--- src/rtl/alu_issue.sv ---
//------------------------------------------------------------------------------
// alu_issue: sequences narrow (8-bit) and wide (16-bit add) requests through an
// external 8-bit combinational ALU and returns the result over a valid/ready port.
//------------------------------------------------------------------------------
`default_nettype none

module alu_issue #(
    parameter int CNT_W = 8
) (
    input  logic             clk,
    input  logic             reset,
    input  logic             req_valid,
    output logic             req_ready,
    input  logic [3:0]       req_cmd,
    input  logic             req_wide,
    input  logic [15:0]      req_a,
    input  logic [15:0]      req_b,
    output logic             rsp_valid,
    input  logic             rsp_ready,
    output logic [15:0]      rsp_rslt,
    output logic             rsp_flag,
    output logic [CNT_W-1:0] rsp_count,
    output logic [3:0]       alu_cmd,
    output logic [7:0]       alu_inA,
    output logic [7:0]       alu_inB,
    input  logic [7:0]       alu_rslt,
    input  logic             alu_out
);

    localparam logic [3:0] C_CMD_ADD = 4'b0000;

    typedef enum logic [2:0] {
        IDLE = 3'd0,
        LO   = 3'd1,
        HI   = 3'd2,
        INC  = 3'd3,
        RESP = 3'd4
    } state_t;

    state_t           state_q;
    logic             wide_q;
    logic [7:0]       a_hi_q;
    logic [7:0]       b_hi_q;
    logic             lo_c_q;
    logic             hi_c_q;
    logic [15:0]      rslt_q;
    logic             flag_q;
    logic             valid_q;
    logic             ready_q;
    logic [CNT_W-1:0] count_q;
    logic [3:0]       alu_cmd_q;
    logic [7:0]       alu_a_q;
    logic [7:0]       alu_b_q;

    // ALU drive registers are loaded on the edge entering LO/HI/INC so that the
    // operands are valid for the whole cycle spent in that state.
    always_ff @(posedge clk or posedge reset) begin
        if (reset) begin
            state_q   <= IDLE;
            wide_q    <= 1'b0;
            a_hi_q    <= 8'h00;
            b_hi_q    <= 8'h00;
            lo_c_q    <= 1'b0;
            hi_c_q    <= 1'b0;
            rslt_q    <= 16'h0000;
            flag_q    <= 1'b0;
            valid_q   <= 1'b0;
            ready_q   <= 1'b1;
            count_q   <= '0;
            alu_cmd_q <= 4'h0;
            alu_a_q   <= 8'h00;
            alu_b_q   <= 8'h00;
        end else begin
            case (state_q)
                IDLE: begin
                    if (req_valid) begin
                        state_q   <= LO;
                        ready_q   <= 1'b0;
                        wide_q    <= req_wide && (req_cmd == C_CMD_ADD);
                        a_hi_q    <= req_a[15:8];
                        b_hi_q    <= req_b[15:8];
                        rslt_q    <= 16'h0000;
                        alu_cmd_q <= req_cmd;
                        alu_a_q   <= req_a[7:0];
                        alu_b_q   <= req_b[7:0];
                    end
                end
                LO: begin
                    rslt_q[7:0] <= alu_rslt;
                    lo_c_q      <= alu_out;
                    alu_cmd_q   <= C_CMD_ADD;
                    if (wide_q) begin
                        state_q <= HI;
                        alu_a_q <= a_hi_q;
                        alu_b_q <= b_hi_q;
                    end else begin
                        state_q <= RESP;
                        flag_q  <= alu_out;
                        valid_q <= 1'b1;
                        alu_a_q <= 8'h00;
                        alu_b_q <= 8'h00;
                    end
                end
                HI: begin
                    rslt_q[15:8] <= alu_rslt;
                    hi_c_q       <= alu_out;
                    if (lo_c_q) begin
                        // Propagate the low-byte carry with a second add of 1.
                        state_q <= INC;
                        alu_a_q <= alu_rslt;
                        alu_b_q <= 8'h01;
                    end else begin
                        state_q <= RESP;
                        flag_q  <= alu_out;
                        valid_q <= 1'b1;
                        alu_a_q <= 8'h00;
                        alu_b_q <= 8'h00;
                    end
                end
                INC: begin
                    rslt_q[15:8] <= alu_rslt;
                    flag_q       <= hi_c_q | alu_out;
                    state_q      <= RESP;
                    valid_q      <= 1'b1;
                    alu_a_q      <= 8'h00;
                    alu_b_q      <= 8'h00;
                end
                RESP: begin
                    if (rsp_ready) begin
                        state_q <= IDLE;
                        valid_q <= 1'b0;
                        ready_q <= 1'b1;
                        count_q <= count_q + 1'b1;
                    end
                end
                default: begin
                    state_q   <= IDLE;
                    valid_q   <= 1'b0;
                    ready_q   <= 1'b1;
                    alu_cmd_q <= 4'h0;
                    alu_a_q   <= 8'h00;
                    alu_b_q   <= 8'h00;
                end
            endcase
        end
    end

    assign req_ready = ready_q;
    assign rsp_valid = valid_q;
    assign rsp_rslt  = rslt_q;
    assign rsp_flag  = flag_q;
    assign rsp_count = count_q;
    assign alu_cmd   = alu_cmd_q;
    assign alu_inA   = alu_a_q;
    assign alu_inB   = alu_b_q;

endmodule

`default_nettype wire

--- config.mk ---
export PLATFORM = sky130hd
export DESIGN_NAME = alu_issue
export DESIGN_NICKNAME = d
export VERILOG_FILES = /design/src/rtl/alu_issue.sv
export SDC_FILE = /design/constraint.sdc
export NUM_CORES = 1
export LEC_CHECK = 0
export ABC_CLOCK_PERIOD_IN_PS = 2400
export CORE_ASPECT_RATIO = 0.9
export CORE_MARGIN = 4
export CORE_UTILIZATION = 42
export CTS_CLUSTER_DIAMETER = 100
export CTS_CLUSTER_SIZE = 12
export DETAILED_ROUTE_END_ITERATION = 6
export PLACE_DENSITY = 0.81
export SYNTH_ARGS = -nofsm -noshare
export SYNTH_HDL_FRONTEND = slang
export SYNTH_SLANG_ARGS = --single-unit
--- constraint.sdc ---
create_clock -name clk -period 2.4 [get_ports clk]
set_input_delay 0.72 -clock clk [delete_from_list [all_inputs] [get_ports clk]]
set_output_delay 0.72 -clock clk [all_outputs]
set_load 0.02 [all_outputs]
### After elaboration in Yosys (flattened, before gate mapping)

Cells that the tools add are included.

| storage, ports and cells | value |
|---|---|
| register bits | 69 |
| ROM bits | 0 |
| latch bits | 0 |
| logic and storage cells | 76 |
| bits of input ports | 50 |
| memories kept | 0 |
| RAM bits | 0 |
| output and inout bits | 47 |

| cells by class | value |
|---|---|
| eq/ne operators | 8 |
| muxes and demuxes | 28 |
| multiply operators | 0 |
| add/sub/neg operators | 1 |
| shift operators | 0 |
| magnitude comparators | 0 |
| divide/modulo/power cells | 0 |
| bitwise gates (word level) | 5 |
| reductions and logical operators | 19 |

Operator list:

| operator | number |
|---|---|
| $pmux 8 s4 | 2 |
| $mux 8 | 5 |
| $pmux 8 s2 | 2 |
| $mux 16 | 1 |
| $pmux 3 s5 | 1 |
| $reduce_and 2->1 | 7 |
| $mux 3 | 4 |
| $add 8x1->8 const B | 1 |
| $mux 1 | 8 |
| $ne 2x2->1 const B | 4 |
| $pmux 4 s2 | 1 |
| $eq 3x2->1 const B | 2 |
| $pmux 1 s3 | 2 |
| $reduce_and 3->1 | 2 |
| $reduce_or 3->1 | 2 |
| $pmux 1 s5 | 1 |
| $logic_not 4->1 | 1 |
| $mux 4 | 1 |
| $not 1->1 | 4 |
| $reduce_and 4->1 | 1 |
| $reduce_bool 2->1 | 2 |
| $eq 3x1->1 const B | 1 |
| $eq 3x3->1 const B | 1 |
| $logic_not 3->1 | 1 |
| other kinds (4) | 4 |

### Depth between registers and ports, before layout

| depth | value |
|---|---|
| word-level depth | 4 |
| mapped depth | 6 |
| mapped depth without buffers | 4 |

### Worst setup path after synthesis

OpenSTA, ideal clock, no wires.

| timing path | value |
|---|---|
| path type | in2reg |
| start point | input port req_valid |
| end point | register a_hi_q[0] |
| cell stages on the path | 5 |
| data required time | 2.275 ns |
| path slack | 0.474 ns |
| buffers on the path | 2 |
| arrival time | 1.801 ns |
| library setup time | 0.125 ns |
| path through | clkbuf_2 -> nand2b_4 -> nor3_4 -> buf_4 -> mux2_2 |

| between the ends | value |
|---|---|
| longest elaborated chain between the ends | 1 |

Ends and longest elaborated chain:

| what | RTL line | text |
|---|---|---|
| start, declared | 12 | `input logic req_valid,` |
| $reduce_and 2->1 (no source line) | -- |  |
| end signal, assigned | 80 | `a_hi_q <= req_a[15:8];` |
| end, declared | 42 | `logic [7:0] a_hi_q;` |

Every way passes these cells.
A chain may end at the register's enable or synchronous reset.

### Worst setup path in the final report

| timing path | value |
|---|---|
| start point | register ready_q, in the netlist req_ready |
| end point | output port req_ready |

RTL lines:

| what | RTL line | text |
|---|---|---|
| start, declared | 49 | `logic ready_q;` |
| start signal, assigned | 68 | `ready_q <= 1'b1;` |
| start signal, assigned | 78 | `ready_q <= 1'b0;` |
| start signal, assigned | 132 | `ready_q <= 1'b1;` |
| end, declared | 13 | `output logic req_ready,` |

No word-level cell between the ends.

==> flow_metrics.tcl <==
set metrics [dict create \
    status "complete, no violations" \
    required_ns 1.68 \
    vias_per_cell 5.28 \
    fmax_mhz 452 \
    avgSynthCellArea_um2 11.2 \
    fin_setup_tns_ns 0 \
    die_y_um 88.4 \
    dpl.hpwl_um 5570 \
    cts_resized 0 \
    clkSlewWorstSetupHoldPaths_ns 0.07 \
    ios 97 \
    ys_top_cells_by_area "dfrtp_1 56%, mux2_2 7.1%, o21ai_0 5.0%" \
    hold_buffers 0 \
    nets 417 \
    num_antenna_cells 0 \
    post_cts_buffers 0 \
    antenna_found_initial 0 \
    rsz0062_at_grt "no" \
    grt_pass1_vias 2517 \
    drc 0 \
    finalCriticalPeriod_ns 2.21 \
    slew_headroom_pct 59.6 \
    synth_area_leader_cell "dfrtp_1" \
    routed_wl_um 7600 \
    syn_inst 268 \
    ys_seq_elements 69 \
    ir_drop_v 0.000512 \
    p_leak_uw 0.00177 \
    hold_path_class "flop to flop" \
    max_cap_viol_count 0 \
    drive_gt1_share_pct 13.8 \
    synth-main-ff-cell "dfrtp_1" \
    total_power_uw 4620 \
    fillers 571 \
    cp_top_family "buffers and inverters" \
    fin_cells 463 \
    yosysSeqAreaShare_pct 57.4 \
    wl_per_cell_um 16.4 \
    gp_congestion 0.812 \
    crit_arrival_ns 1.49 \
    layout_common_cells "96 x clkdlybuf4s50_1, 68 x dfrtp_1, 35 x nand2_1" \
    globalRouteOverflowTotal 0 \
    syn_nets 319 \
    io_buffer_count 96 \
    grt_start_max_net_pins 70 \
    critPathMaxFanout 3 \
    drv_slew 0 \
    grt_pass1_wl_um 12400 \
    clkLatencyLatePin_ns 0.33 \
    core_um2 7000 \
    endpoint_kind "output port" \
    p_per_area_nw_per_um2 1090 \
    cts.sinks 69 \
    numCtsBuffers 9 \
    setup_viol 0 \
    finalCritPeriodShare_pct 92.1 \
    crit_buf_inv 1 \
    worst_pin_slew_ns 0.606 \
    hold_violations 0 \
    crit_slowest_cell "clkdlybuf4s50_1" \
    die-area_um2 8590 \
    finalClockSkew_ns 0.00846 \
    critPathMaxStageDelay_ns 0.61 \
    yosys_warnings 0 \
    start_kind "flop" \
    cts-root-buf "clkbuf_8" \
    synthArstFlopShare_pct 100 \
    netlist_area_um2 3010 \
    cp_num_cells 1 \
    rows 29 \
    vias 2443 \
    reg2reg_depth 4 \
    htreeDepth 3 \
    ant_nets 0 \
    path_class "flop to output port" \
    layout_commonest_cell "clkdlybuf4s50_1" \
    grtUsageTotal_pct 18.4 \
    cts_tree "yes" \
    drt_iter0_drc 150 \
    first_pass_iters 4 \
    hold_path_depth 1 \
    start_util_pct 43.0 \
    clockBufferDepth 2 \
    placed_cells 448 \
    die_x_um 97.3 \
    yosysUniqueCellTypes 45 \
    area_growth_pct 41.0 \
    yosys.area.top_type_share_pct 56.5 \
    fin_util_pct 60.7 \
    timing.hold.ws_ns 0.470 \
    worstPathCellList "clkdlybuf4s50_1" \
    synth-edff-count 0 \
]
logic make-up (layout without fill, tap and decap cells):
family          count (synthesis)  after routing  synth area share (%)
fa+ha+maj                       1              1                 0.415
mux                            20             20                  7.43
xor+xnor                        7              7                  2.03
compound gates                 77             77                  16.6
simple gates                   70             70                  12.1
buf+inv                        24            126                  4.07
flops                          69             69                  57.4
flip-flops by register name, summed over array words and instances, names as in the netlist:
register / count
rsp_flag: 1
rsp_valid: 1
alu_inA: 8
rsp_rslt: 16
req_ready: 1
rsp_count: 8
b_hi_q: 8
a_hi_q: 8
alu_inB: 8
alu_cmd: 4
wide_q: 1
lo_c_q: 1
hi_c_q: 1
state_q: 3
cell type report:
| cell class | instances | area, um2 | share of cell area, % |
|---|---|---|---|
| multi-input combinational | 175 | 1160 | 27.4 |
| tap | 93 | 116 | 2.74 |
| sequential | 69 | 1730 | 40.7 |
| timing repair buffer | 107 | 1060 | 24.9 |
| inverter | 4 | 18.8 | 0.442 |
| clock buffer | 11 | 141 | 3.33 |
| clock inverter | 4 | 25.0 | 0.589 |
synth_stat cells, types with 2 or more instances:
library cell / number
a21oi_1: 2
a22o_1: 8
a22oi_1: 16
a31oi_1: 9
a32oi_1: 4
and2_1: 3
buf_2: 7
buf_4: 4
clkbuf_1: 6
dfrtp_1: 68
inv_1: 4
mux2_2: 19
nand2_1: 35
nand2b_1: 2
nand4_1: 2
nor2_1: 10
nor2b_1: 7
o21ai_0: 30
xnor2_1: 3
xor2_1: 4
power by group:
group | total, uW | switching [uW] | internal, uW | leakage [uW]
Combinational | 1850 | 894 | 955 | 0.000811
Clock | 811 | 417 | 394 | 0.0000812
Sequential | 1960 | 362 | 1600 | 0.000879
Total | 4620 | 1670 | 2950 | 0.00177
through the flow:
stage	instance area, um2	setup slack [ns]
floorplan	3020	0.474
global placement	4080	0.180
detailed placement	4080	0.154
CTS	4250	0.173
global route	4250	0.142
finish	4250	0.190
worst paths after layout:
| path | start | to | slack [ns] |
|---|---|---|---|
| max | req_ready | req_ready | 0.19 |
| max reg2reg | state_q[0] | alu_inB[0] | 0.45 |
| min | rsp_count[7] | rsp_count[7] | 0.47 |
| min reg2reg | rsp_count[7] | rsp_count[7] | 0.47 |
| max in group asynchronous | reset | req_ready | 1.25 |
| min in group asynchronous | reset | rsp_rslt[15] | 0.82 |
routing by layer:
layer	global-route usage [%]	wire length (um)	vias to the layer above
met5	0	0	-
met4	6.29	95	0
met3	6.54	585	12
met2	29.9	3570	105
met1	23.2	3350	1178
li1	-	-	1148
No activity file was read; power rests on OpenSTA's default activity.
